--- src/rtl/rx_lane_align_sequencer.sv ---
// Sequences per-lane bit-alignment training engines one lane at a time after PLL lock,
// with retries and aggregate status. Optional macro RX_ALGN_PERIODIC_RETRAIN_EN adds timed re-sequencing.
module rx_lane_align_sequencer #(
    parameter int NUM_LANES       = 4,
    parameter int LOCK_STABLE_CYC = 256,
    parameter int TIMEOUT_CYC     = 65535,
`ifdef RX_ALGN_PERIODIC_RETRAIN_EN
    parameter int RETRAIN_PERIOD  = 1 << 24,
`endif
    parameter int MAX_RETRY       = 3
) (
    input  logic                                             SCLK,
    input  logic                                             RESET,
    input  logic                                             PLL_LOCK,
    input  logic                                             ALIGN_REQ,
    input  logic [NUM_LANES-1:0]                             LANE_START,
    input  logic [NUM_LANES-1:0]                             LANE_DONE,
    input  logic [NUM_LANES-1:0]                             LANE_ERR,
    output logic [NUM_LANES-1:0]                             LANE_RSTRT,
    output logic [NUM_LANES-1:0]                             LANE_HOLD,
    output logic [NUM_LANES-1:0]                             LANE_OK,
    output logic [(NUM_LANES > 1 ? $clog2(NUM_LANES) : 1)-1:0] ACTIVE_LANE,
    output logic                                             ALIGN_BUSY,
    output logic                                             ALIGN_DONE,
    output logic                                             ALIGN_FAIL
);

    localparam int LANE_W  = (NUM_LANES > 1) ? $clog2(NUM_LANES) : 1;
    localparam int LOCK_W  = (LOCK_STABLE_CYC > 1) ? $clog2(LOCK_STABLE_CYC) : 1;
    localparam int TMO_W   = (TIMEOUT_CYC > 1) ? $clog2(TIMEOUT_CYC) : 1;
    localparam int RETRY_W = 3;

    localparam logic [LANE_W-1:0]  LANE_LAST  = LANE_W'(NUM_LANES - 1);
    localparam logic [LOCK_W-1:0]  LOCK_LAST  = LOCK_W'(LOCK_STABLE_CYC - 1);
    localparam logic [TMO_W-1:0]   TMO_LAST   = TMO_W'(TIMEOUT_CYC - 1);
    localparam logic [RETRY_W-1:0] RETRY_MAX  = RETRY_W'(MAX_RETRY);

`ifdef RX_ALGN_PERIODIC_RETRAIN_EN
    localparam int PER_W = (RETRAIN_PERIOD > 1) ? $clog2(RETRAIN_PERIOD) : 1;
    localparam logic [PER_W-1:0] PER_LAST = PER_W'(RETRAIN_PERIOD - 1);
    logic [PER_W-1:0] period_q, period_d;
`endif

    typedef enum logic [2:0] {
        IDLE,
        LOCK_WAIT,
        ISSUE,
        WAIT,
        NEXT,
        COMPLETE
    } state_t;

    state_t              state_q, state_d;
    logic [LOCK_W-1:0]   lock_cnt_q, lock_cnt_d;
    logic [TMO_W-1:0]    tmo_cnt_q, tmo_cnt_d;
    logic [RETRY_W-1:0]  retry_q, retry_d;
    logic [LANE_W-1:0]   lane_q, lane_d;
    logic                armed_q, armed_d;
    logic [NUM_LANES-1:0] rstrt_q, rstrt_d;
    logic [NUM_LANES-1:0] hold_q, hold_d;
    logic [NUM_LANES-1:0] lane_ok_q, lane_ok_d;
    logic                busy_q, busy_d;
    logic                done_q, done_d;
    logic                fail_q, fail_d;

    function automatic logic [NUM_LANES-1:0] lane_bit(input logic [LANE_W-1:0] idx);
        lane_bit = NUM_LANES'(1) << idx;
    endfunction

    always_comb begin
        state_d    = state_q;
        lock_cnt_d = '0;
        tmo_cnt_d  = tmo_cnt_q;
        retry_d    = retry_q;
        lane_d     = lane_q;
        armed_d    = armed_q;
        rstrt_d    = '0;
        hold_d     = hold_q;
        lane_ok_d  = lane_ok_q;
        done_d     = done_q;
        fail_d     = fail_q;
`ifdef RX_ALGN_PERIODIC_RETRAIN_EN
        period_d   = '0;
`endif

        unique case (state_q)
            IDLE: state_d = LOCK_WAIT;
            LOCK_WAIT: begin
                if (PLL_LOCK) begin
                    if (lock_cnt_q == LOCK_LAST) begin
                        state_d = ISSUE;
                        lane_d  = '0;
                        retry_d = '0;
                    end else begin
                        lock_cnt_d = lock_cnt_q + LOCK_W'(1);
                    end
                end
            end
            ISSUE: begin
                armed_d   = 1'b0;
                tmo_cnt_d = '0;
                state_d   = WAIT;
            end
            WAIT: begin
                if (LANE_START[lane_q]) armed_d = 1'b1;
                tmo_cnt_d = tmo_cnt_q + TMO_W'(1);
                // ERR and timeout take precedence over a same-cycle DONE.
                if (LANE_ERR[lane_q] || (tmo_cnt_q == TMO_LAST)) begin
                    if (retry_q < RETRY_MAX) begin
                        retry_d = retry_q + RETRY_W'(1);
                        state_d = ISSUE;
                    end else begin
                        lane_ok_d[lane_q] = 1'b0;
                        state_d           = NEXT;
                    end
                end else if (armed_q && LANE_DONE[lane_q]) begin
                    lane_ok_d[lane_q] = 1'b1;
                    state_d           = NEXT;
                end
            end
            NEXT: begin
                if (lane_q == LANE_LAST) begin
                    state_d = COMPLETE;
                    hold_d  = '0;
                    done_d  = &lane_ok_q;
                    fail_d  = ~&lane_ok_q;
                end else begin
                    lane_d  = lane_q + LANE_W'(1);
                    retry_d = '0;
                    state_d = ISSUE;
                end
            end
            COMPLETE: begin
                if (ALIGN_REQ) begin
                    state_d = LOCK_WAIT;
`ifdef RX_ALGN_PERIODIC_RETRAIN_EN
                end else if (period_q == PER_LAST) begin
                    state_d = LOCK_WAIT;
                end else begin
                    period_d = period_q + PER_W'(1);
`endif
                end
            end
            default: state_d = IDLE;
        endcase

        // Lock loss aborts any active or completed sequence.
        if (!PLL_LOCK && (state_q inside {ISSUE, WAIT, NEXT, COMPLETE})) begin
            state_d = LOCK_WAIT;
        end

        if ((state_d == LOCK_WAIT) && (state_q != LOCK_WAIT)) begin
            lane_d    = '0;
            retry_d   = '0;
            armed_d   = 1'b0;
            tmo_cnt_d = '0;
            hold_d    = '1;
            lane_ok_d = '0;
            done_d    = 1'b0;
            fail_d    = 1'b0;
        end

        if (state_d == ISSUE) begin
            rstrt_d = lane_bit(lane_d);
            hold_d  = ~lane_bit(lane_d);
        end
        if (state_d == NEXT) hold_d[lane_q] = 1'b1;

        busy_d = state_d inside {LOCK_WAIT, ISSUE, WAIT, NEXT};
    end

    always_ff @(posedge SCLK) begin
        if (RESET) begin
            state_q    <= IDLE;
            lock_cnt_q <= '0;
            tmo_cnt_q  <= '0;
            retry_q    <= '0;
            lane_q     <= '0;
            armed_q    <= 1'b0;
            rstrt_q    <= '0;
            hold_q     <= '1;
            lane_ok_q  <= '0;
            busy_q     <= 1'b0;
            done_q     <= 1'b0;
            fail_q     <= 1'b0;
`ifdef RX_ALGN_PERIODIC_RETRAIN_EN
            period_q   <= '0;
`endif
        end else begin
            state_q    <= state_d;
            lock_cnt_q <= lock_cnt_d;
            tmo_cnt_q  <= tmo_cnt_d;
            retry_q    <= retry_d;
            lane_q     <= lane_d;
            armed_q    <= armed_d;
            rstrt_q    <= rstrt_d;
            hold_q     <= hold_d;
            lane_ok_q  <= lane_ok_d;
            busy_q     <= busy_d;
            done_q     <= done_d;
            fail_q     <= fail_d;
`ifdef RX_ALGN_PERIODIC_RETRAIN_EN
            period_q   <= period_d;
`endif
        end
    end

    assign LANE_RSTRT  = rstrt_q;
    assign LANE_HOLD   = hold_q;
    assign LANE_OK     = lane_ok_q;
    assign ACTIVE_LANE = lane_q;
    assign ALIGN_BUSY  = busy_q;
    assign ALIGN_DONE  = done_q;
    assign ALIGN_FAIL  = fail_q;

endmodule

--- config.mk ---
export PLATFORM = sky130hd
export DESIGN_NAME = rx_lane_align_sequencer
export DESIGN_NICKNAME = d
export VERILOG_FILES = /design/src/rtl/rx_lane_align_sequencer.sv
export SDC_FILE = /design/constraint.sdc
export NUM_CORES = 1
export LEC_CHECK = 0
export ABC_AREA = 1
export ABC_CLOCK_PERIOD_IN_PS = 2300
export BUFFER_PORTS_ARGS = -buffer_cell sky130_fd_sc_hd__buf_2
export CORE_ASPECT_RATIO = 0.7
export CORE_MARGIN = 1.5
export CORE_UTILIZATION = 55
export CTS_CLUSTER_SIZE = 20
export DETAILED_ROUTE_END_ITERATION = 7
export GPL_TIMING_DRIVEN = 0
export PLACE_DENSITY = 0.76
export SYNTH_ARGS = -nofsm -noshare
export SYNTH_HDL_FRONTEND = slang
export SYNTH_SLANG_ARGS = --single-unit
--- constraint.sdc ---
create_clock -name SCLK -period 2.3 [get_ports SCLK]
set_input_delay 0.46 -clock SCLK [delete_from_list [all_inputs] [get_ports SCLK]]
set_output_delay 0.46 -clock SCLK [all_outputs]
set_load 0.05 [all_outputs]
==> results of run 1 <==
-- final cells by class --
cell class                      instances  area (um2)  share of cell area (%)
Buffer                                  7       62.56                   2.042
Clock buffer                            6       82.58                   2.695
Clock inverter                          2       10.01                  0.3267
Inverter                               49       183.9                   6.002
Multi-Input combinational cell        277        1518                   49.53
Sequential cell                        48       960.9                   31.36
Tap cell                               69       86.33                   2.817
Timing Repair Buffer                   32       160.2                   5.227
-- cell families after synthesis --
group,Yosys count
xor+xnor,6
mux,2
flops,48
buf+inv,56
fa+ha+maj,4
compound gates,41
simple gates,224
-- what timing repair did --
| action | 4_1_cts | 5_1_grt |
|---|---|---|
| buffers inserted | 0 | 0 |
| setup endpoints to repair | 0 | 12 |
| resized for setup | 0 | 3 |
-- layer usage --
layer	vias to the layer above	track usage (%)
li1	1290	-
met1	1107	35.98
met2	82	34.66
met3	6	4.359
met4	0	8.756
met5	-	0
-- power groups by stage --
stage	sequential [mW]	combinational (mW)	clock, mW
3_5_place_dp	0.856	0.116	0
2_1_floorplan	0.861	0.0768	0
6_report	0.836	0.120	0.521
3_3_place_gp	0.856	0.115	0
4_1_cts	0.836	0.116	0.532
5_1_grt	0.837	0.130	0.568
-- registers in the layout (all words and copies together), names as in the netlist, named ones only --
signal,cells
armed_q,1
ACTIVE_LANE,2
tmo_cnt_q,16
ALIGN_BUSY,1
lock_cnt_q,8
ALIGN_DONE,1
ALIGN_FAIL,1
retry_q,3
state_q,3
LANE_HOLD,4
LANE_RSTRT,4
-- cell usage after synthesis, types with 3 or more instances --
library cell  instances  share of area (%)
a21oi_1              10                1.8
a21oi_2               6                1.9
buf_6                 4                1.7
dfxtp_1              48                 35
ha_1                  4                1.8
inv_1                43                6.0
inv_2                 5               0.69
nand2_1              98                 14
nand2_2               3               0.69
nand2_4               5                2.1
nand3_1              19                3.5
nand3_2               3                1.1
nand4_1               7                1.6
nor2_1               59                8.2
nor2_2                3               0.69
nor2_4                4                1.7
nor3_1                5               0.92
nor3_2                6                2.2
o21ai_0              11                2.0
o22ai_1               3               0.69
xor2_1                4                1.3
-- per-stage QoR --
step	instances	setup slack [ps]	utilization (%)	area, um2	total power [mW]
detailed placement	482	157.7	62.19	2958	0.9716
global route	490	9.133	64.43	3064	1.536
floorplan	381	178.4	-	2711	0.9375
finish	490	154.6	64.43	3064	1.477
CTS	490	148.4	64.14	3050	1.485
global placement	482	187.4	62.19	2958	0.9704
-- worst min path at each step --
stage	startpoint	end	slack, ps	cells after the start
floorplan	lock_cnt_q[0]$_SDFF_PP0_	lock_cnt_q[0]$_SDFF_PP0_	420	1
global placement	lock_cnt_q[0]$_SDFF_PP0_	lock_cnt_q[0]$_SDFF_PP0_	430	1
detailed placement	lock_cnt_q[0]$_SDFF_PP0_	lock_cnt_q[0]$_SDFF_PP0_	440	1
CTS	RESET	state_q[2]$_SDFF_PP0_	400	2
global route	RESET	state_q[2]$_SDFF_PP0_	420	2
finish	RESET	state_q[2]$_SDFF_PP0_	420	2
==> results.yml, run 1 <==
routing:
  drc: 0
  wl_met2_um: 2617
  drt-met1-wl_um: 3087
  top_layer: "met4"
  drt_iter0_markers: 185
  antenna_left: 0
  drt-vias-per-instance: 5.071
  wl_per_cell_um: 12.59
  first_pass_iters: 5
  routed_wl_um: 6167
  via_count: 2485
  met3_length_um: 379
timing:
  finalCritPeriodShare_pct: 93.28
  finClkSkew_ps: 7.656
  grt_setup_unrepaired: "no"
  worstMarginPinSlew_ps: 384.0
  drv_slew: 0
  final-hold-violation-count: 0
  min_period_ps: 2145
  relSlewSlack_pct: 74.24
  fmax_mhz: 466.1
  fin_setup_tns_ps: 0
  setup-violations-final: 0
  worst_hold_slack_ps: 418.1
die:
  die_area_um2: 5367
  rows: 21
  die_w_um: 86.92
  core-area_um2: 4756
  ioPinCount: 33
  die_h_um: 61.75
  start_util_pct: 57.01
setup_path:
  path_buf_inv: 2
  crit_top_cell: "nand2_1"
  path_max_fanout: 10
  critPathKind: "flop to flop"
  worstSetupEndpointType: "flop"
  crit_family: "simple AND/OR/NAND/NOR gates"
  cp-startpoint: "ACTIVE_LANE[1]$_SDFF_PP0_"
  critPathCapture: "LANE_HOLD[2]$_SDFF_PP1_"
  slowest_stage: "dfxtp_1"
  r2r-start: "ACTIVE_LANE[1]$_SDFF_PP0_"
  rrSetupSlack_ps: 150
  reg2regPathDepth: 14
  critical_path_depth: 14
  start_kind: "flop"
  cp_data_arrival_time_ps: 2340
  crit_chain: "buf_6 -> nor2_2 -> nand2_1 -> nand2_1 -> nor2_1 -> nor2_4 -> nand3_2 -> nand3_2 -> nand2_4 -> nand4_4 -> buf_6 -> nand3_1 -> nand2_1 -> nand2_1"
  r2r-end: "LANE_HOLD[2]$_SDFF_PP1_"
  crit_required_ps: 2500
  slowest_delay_ps: 340
synthesis:
  synth_compound_area_share_pct: 9.691
  synthFlopType: "dfxtp_1"
  synth_xor_area_share_pct: 1.938
  synthAdderAreaFrac_pct: 1.846
  ys_ff_latch: 48
  synth-edff-count: 0
  synth_top_family_by_area: "simple AND/OR/NAND/NOR gates"
  synthArstFlopShare_pct: 0
  syn_nets: 401
  ys_seq_area_share_pct: 35.44
  yosysUniqueCellTypes: 42
  synth_area_um2: 2711
  yosys_warnings: 0
  synth-simple-area-share_pct: 41.16
  synthMuxAreaShare_pct: 0.8306
  syn_inst: 381
  syn_avg_cell_area_um2: 7.116
layout:
  nFillCells: 443
  layout_commonest_cell: "nand2_1"
  antenna_cells: 0
  layout_common_cells: "nand2_1 (98), nor2_1 (58), dfxtp_1 (48), inv_1 (43), buf_2 (34)"
  area_delta_synth_final_pct: 13.01
  fin_nets: 440
  drive_above_1_share_pct: 22.09
clock_network:
  clock_sinks: 48
  htree_levels: 2
  cts_hold_buffers: 0
  cts_tree: "done"
  clk_pin_slew_ps: 90
  clock_latency_ps: 300
  cts_root_buffer: "clkbuf_8"
  cts_buffers: 5
  clock_path_buffers: 2
pwr:
  peakVddDrop_v: 0.0002735
  power_switching_share_pct: 24.49
  switchingPower_mw: 0.3617
  powerDensity_nw_per_um2: 482.0
  leakage_nw: 1.347
  power_frac_seq_pct: 56.6
  p_comb_share_pct: 8.1
  power.internal_mw: 1.115
  p_clk_share_pct: 35.3
hold_path:
  min_path_type: "input pin to flop"
global_routing:
  grt_remaining_overflow: 0
  antenna_found_initial: 0
  grt_pass1_vias: 2020
  grtUsageTotal_pct: 24.04
  grt_first_pass_wirelength_um: 9708
  grt_start_max_net_pins: 15
placement:
  dp_hpwl_um: 4670
  routabilityCongestion: 0.8472
  portBuffers: 32
flow_run:
  drv_cap: 0
outcome:
  status: "finished, final reports clean"
No activity file was read; power rests on OpenSTA's default activity.
==> run 2, diff against run 1 <==
--- a/config.mk
+++ b/config.mk
@@ -11,6 +11,7 @@
 export CORE_ASPECT_RATIO = 0.7
 export CORE_MARGIN = 1.5
 export CORE_UTILIZATION = 55
+export CTS_BUF_LIST = sky130_fd_sc_hd__clkbuf_2
 export CTS_CLUSTER_SIZE = 20
 export DETAILED_ROUTE_END_ITERATION = 7
 export GPL_TIMING_DRIVEN = 0
==> run 2 against run 1 <==
Core utilization decreased by 1.1 points; power fell by 12%; sequential power up 0.5%; first-iteration DRC count rose by 18%; sequential cell count is the same; clock skew rose by 16 ps; global-route usage is 0.50 points lower; critical path type unchanged; wire length fell by 1.3%.
==> results.yml, run 2 (synthesized netlist as in run 1, its figures left out) <==
clock_network:
  cts_buffers: 5
  htree_levels: 2
  clock_sinks: 48
  cts_tree: "done"
  clock_latency_ps: 420
  clk_pin_slew_ps: 250
  post_cts.repair.setup_buffers: 0
  cts_root_buffer: "clkbuf_2"
  clock_path_buffers: 2
timing:
  setup-violations-final: 0
  drv_slew: 0
  relSlewSlack_pct: 74.04
  finalCritPeriodShare_pct: 93.12
  fmax_mhz: 466.9
  worstMarginPinSlew_ps: 387.0
  min_period_ps: 2142
  finClkSkew_ps: 24.02
  fin_setup_tns_ps: 0
  final-hold-violation-count: 0
pwr:
  powerDensity_nw_per_um2: 430.9
  report.power.total_mw: 1.297
  leakage_nw: 1.326
  peakVddDrop_v: 0.0002800
layout:
  layout_common_cells: "nand2_1 (98), nor2_1 (58), dfxtp_1 (48), inv_1 (43), buf_2 (34)"
  regMostFlops: "tmo_cnt_q"
  largest_reg_flops: 16
  nFillCells: 454
  antenna_cells: 0
  layout_commonest_cell: "nand2_1"
  stdcell_count: 490
  largest_registers: "tmo_cnt_q (16), lock_cnt_q (8)"
  area_delta_synth_final_pct: 11.03
  fin_nets: 440
  drive_above_1_share_pct: 21.85
  post-route-util_pct: 63.30
setup_path:
  crit_required_ps: 2620
  path_max_fanout: 10
  worstSetupEndpointType: "flop"
  critPathKind: "flop to flop"
  start_kind: "flop"
  cp_data_arrival_time_ps: 2460
die:
  ioPinCount: 33
  die_h_um: 61.75
  core-area_um2: 4756
  die_area_um2: 5367
  die_w_um: 86.92
  rows: 21
  start_util_pct: 57.01
routing:
  routed_wl_um: 6086
  antenna_left: 0
  drt-vias-per-instance: 5.059
  wl_per_cell_um: 12.42
  drc: 0
  via_count: 2479
  drt_iter0_markers: 219
  first_pass_iters: 4
outcome:
  status: "finished, final reports clean"
global_routing:
  grtUsageTotal_pct: 23.55
  grt_pass1_vias: 2006
  antenna_found_initial: 0
  grt_remaining_overflow: 0
  grt_start_max_net_pins: 15
  grt_first_pass_wirelength_um: 9611
placement:
  dp_hpwl_um: 4670
  dp.cells: 482
  routabilityCongestion: 0.8472
  portBuffers: 32
hold_path:
  min_path_type: "input pin to flop"
flow_run:
  drv_cap: 0
==> run 2: cell count changes in the layout (fill, tap and decap cells not counted), sizes merged <==
cell	previous run	this run
clkbuf	6	5
clkinv	3	4
==> run 2: timing repair <==
| item | 4_1_cts | 5_1_grt |
|---|---|---|
| setup endpoints to repair | 0 | 19 |
| hold buffers | 0 | 0 |
| gates resized for setup | 0 | 3 |
==> run 2: final cells by class <==
cell class	instances	area, um2	area share [%]
buffer	7	62.56	2.078
clock buffer	5	25.02	0.8313
clock inverter	3	13.76	0.4572
inverter	49	183.9	6.110
multi-input combinational	277	1518	50.42
sequential	48	960.9	31.92
tap	69	86.33	2.868
timing repair buffer	32	160.2	5.320
==> run 2: critical path, stage by stage (launching register included) <==
cell and delay [ps]:
dfxtp_1 380, buf_6 140, nor2_2 230, nand2_1 80
nand2_1 70, nor2_1 60, nor2_4 190, nand3_2 170
nand4_4 160, nand4_4 150, nand2_4 140, buf_6 200
nor3_2 50
==> run 2: stage by stage <==
stage	setup WS (ps)	hold WS, ps	area, um2
2_1_floorplan	178.4	417.5	2711
3_3_place_gp	187.4	432.0	2958
3_5_place_dp	157.7	439.1	2958
4_1_cts	127.4	255.3	2997
5_1_grt	-23.68	232.1	3010
6_report	158.2	259.5	3010
==> run 2: final timing paths <==
kind	endpoint	cells after the start	slack [ps]	startpoint
max	tmo_cnt_q[12]$_SDFFE_PP0P_	12	160	ACTIVE_LANE[1]$_SDFF_PP0_
max reg2reg	tmo_cnt_q[12]$_SDFFE_PP0P_	12	160	ACTIVE_LANE[1]$_SDFF_PP0_
min reg2reg	lock_cnt_q[0]$_SDFF_PP0_	1	460	lock_cnt_q[0]$_SDFF_PP0_
min	state_q[2]$_SDFF_PP0_	2	260	RESET
==> run 2: power breakdown <==
group	internal, mW	total, mW	switching [mW]
clock network	0.0683	0.337	0.268
logic	0.0410	0.120	0.0789
registers	0.838	0.840	0.00236
total	0.947	1.30	0.350
==> run 2: metal layers <==
layer  global-route usage (%)  share of wire, %
met5                        0                 0
met4                    6.682               1.4
met3                    3.963               5.8
met2                    33.89                42
met1                    36.14                51
==> run 3, diff against run 2 <==
--- a/config.mk
+++ b/config.mk
@@ -15,7 +15,7 @@
 export CTS_CLUSTER_SIZE = 20
 export DETAILED_ROUTE_END_ITERATION = 7
 export GPL_TIMING_DRIVEN = 0
-export PLACE_DENSITY = 0.76
+export PLACE_DENSITY = 0.83
 export SYNTH_ARGS = -nofsm -noshare
 export SYNTH_HDL_FRONTEND = slang
 export SYNTH_SLANG_ARGS = --single-unit
==> run 3 against run 2 <==
Die area is the same; critical path depth stayed put; first-iteration DRC count increased by 7.3%; clock skew grew 7.3 ps; core utilization is 0.68 points higher; combinational power about the same; critical path type unchanged; critical endpoint is now retry_q[2]$_SDFFE_PP0P_; largest power group unchanged.
==> results.yml, run 3 (synthesized netlist as in run 1, its figures left out) <==
pwr:
  peakVddDrop_v: 0.0003004
  p_comb_share_pct: 8.5
  report.power.total_mw: 1.415
  switchingPower_mw: 0.3587
  power.internal_mw: 1.056
  p_clk_share_pct: 32.1
  leakage_nw: 1.338
  powerDensity_nw_per_um2: 465.0
  power_switching_share_pct: 25.35
  power_frac_seq_pct: 59.4
hold_path:
  hold_depth: 2
  min_path_type: "input pin to flop"
placement:
  portBuffers: 32
  routabilityCongestion: 0.8861
  dp_hpwl_um: 4806
  dp.cells: 482
layout:
  area_delta_synth_final_pct: 12.23
  regMostFlops: "tmo_cnt_q"
  layout_commonest_cell: "nand2_1"
  largest_registers: "tmo_cnt_q (16), lock_cnt_q (8)"
  stdcell_count: 490
  layout_common_cells: "nand2_1 (98), nor2_1 (58), dfxtp_1 (45), inv_1 (43), buf_2 (34)"
  antenna_cells: 0
  drive_above_1_share_pct: 22.33
  fin_nets: 440
  largest_reg_flops: 16
timing:
  final-hold-violation-count: 0
  setup-violations-final: 0
  worstMarginPinSlew_ps: 412.2
  finClkSkew_ps: 31.34
  drv_slew: 0
  min_period_ps: 2129
  relSlewSlack_pct: 72.37
  finalCritPeriodShare_pct: 92.55
  fmax_mhz: 469.8
die:
  die_h_um: 61.75
  rows: 21
  ioPinCount: 33
  die_w_um: 86.92
  die_area_um2: 5367
  start_util_pct: 57.01
  core-area_um2: 4756
setup_path:
  crit_required_ps: 2660
  cp_data_arrival_time_ps: 2490
  critPathKind: "flop to flop"
  start_kind: "flop"
  reg2regPathDepth: 12
  worstSetupEndpointType: "flop"
  path_max_fanout: 4
flow_run:
  drv_cap: 0
routing:
  via_count: 2582
  drt-vias-per-instance: 5.269
  routed_wl_um: 6356
  antenna_left: 0
  drc: 0
  first_pass_iters: 7
  wl_per_cell_um: 12.97
  drt_iter0_markers: 235
global_routing:
  grt_start_max_net_pins: 15
  grtUsageTotal_pct: 23.91
  grt_remaining_overflow: 0
  antenna_found_initial: 0
  grt_pass1_vias: 2108
  grt_first_pass_wirelength_um: 9853
clock_network:
  cts_tree: "done"
  cts_root_buffer: "clkbuf_2"
  cts_buffers: 5
  htree_levels: 2
  clock_path_buffers: 2
  clock_latency_ps: 430
  clock_sinks: 48
  clk_pin_slew_ps: 250
outcome:
  status: "finished, final reports clean"
[run 3: changes by cell type in the layout (fill, tap and decap cells not counted)]
cell | previous run | this run
dfxtp_2 | 0 | 3
clkinv_1 | 2 | 3
dfxtp_1 | 48 | 45
bufinv_16 | 0 | 1
nor2_4 | 4 | 5
nor2_2 | 4 | 3
clkinv_2 | 2 | 0
[run 3: repair_timing]
item	4_1_cts	5_1_grt
hold buffers	0	0
gates resized for setup	0	7
setup endpoints to repair	0	34
buffers inserted	0	0
[run 3: path summary, 6_finish.rpt]
path                            startpoint                       end  slack [ps]
setup / recovery  lock_cnt_q[0]$_SDFF_PP0_   retry_q[2]$_SDFFE_PP0P_         170
setup reg to reg  lock_cnt_q[0]$_SDFF_PP0_   retry_q[2]$_SDFFE_PP0P_         170
hold / removal                       RESET     state_q[2]$_SDFF_PP0_         240
hold reg to reg   lock_cnt_q[0]$_SDFF_PP0_  lock_cnt_q[0]$_SDFF_PP0_         480
[run 3: layer usage]
layer	share of wire, %	GRT usage (%)
met5	0	0
met4	1.4	5.530
met3	6.8	5.812
met2	43	34.66
met1	48	35.77
[run 3: power groups by stage]
stage / Combinational, mW / Sequential [mW] / Clock (mW)
6_report: 0.121 / 0.840 / 0.454
5_1_grt: 0.132 / 0.842 / 0.489
4_1_cts: 0.117 / 0.840 / 0.454
3_5_place_dp: 0.116 / 0.856 / 0
3_3_place_gp: 0.113 / 0.856 / 0
2_1_floorplan: 0.0768 / 0.861 / 0
[run 3: final cells by class]
type                    count  area (um2)
fillers                   414        1713
clock inverters             3       37.54
plain buffers               7       62.56
flip-flops and latches     48       964.7
clock buffers               5       25.02
repair buffers             32       160.2
well taps                  69       86.33
inverters                  49       183.9
multi-input cells         277        1523
[run 3: stage by stage]
step	instance area (um2)	setup slack [ps]	util (%)	setup TNS (ps)	hold WS [ps]
after floorplan	2711	178.4	-	0	417.5
after global placement	2958	202.7	62.19	0	431.2
after detailed placement	2958	132.8	62.19	0	438.8
after CTS	3020	105.5	63.51	0	243.1
after global routing	3043	-5.461	63.98	-12.63	208.0
final	3043	171.4	63.98	0	243.8
[run 3: worst max-delay path, stage by stage (launching register included)]
cell     delay [ps]
dfxtp_1         420
ha_1            190
nand3_1         140
nor2_2          140
nand2_1         140
o21ai_4         210
nand2_1          80
a31oi_1         210
nand2_1         160
inv_1           120
nand2_1          70
xor2_1          140
nor2_1           50
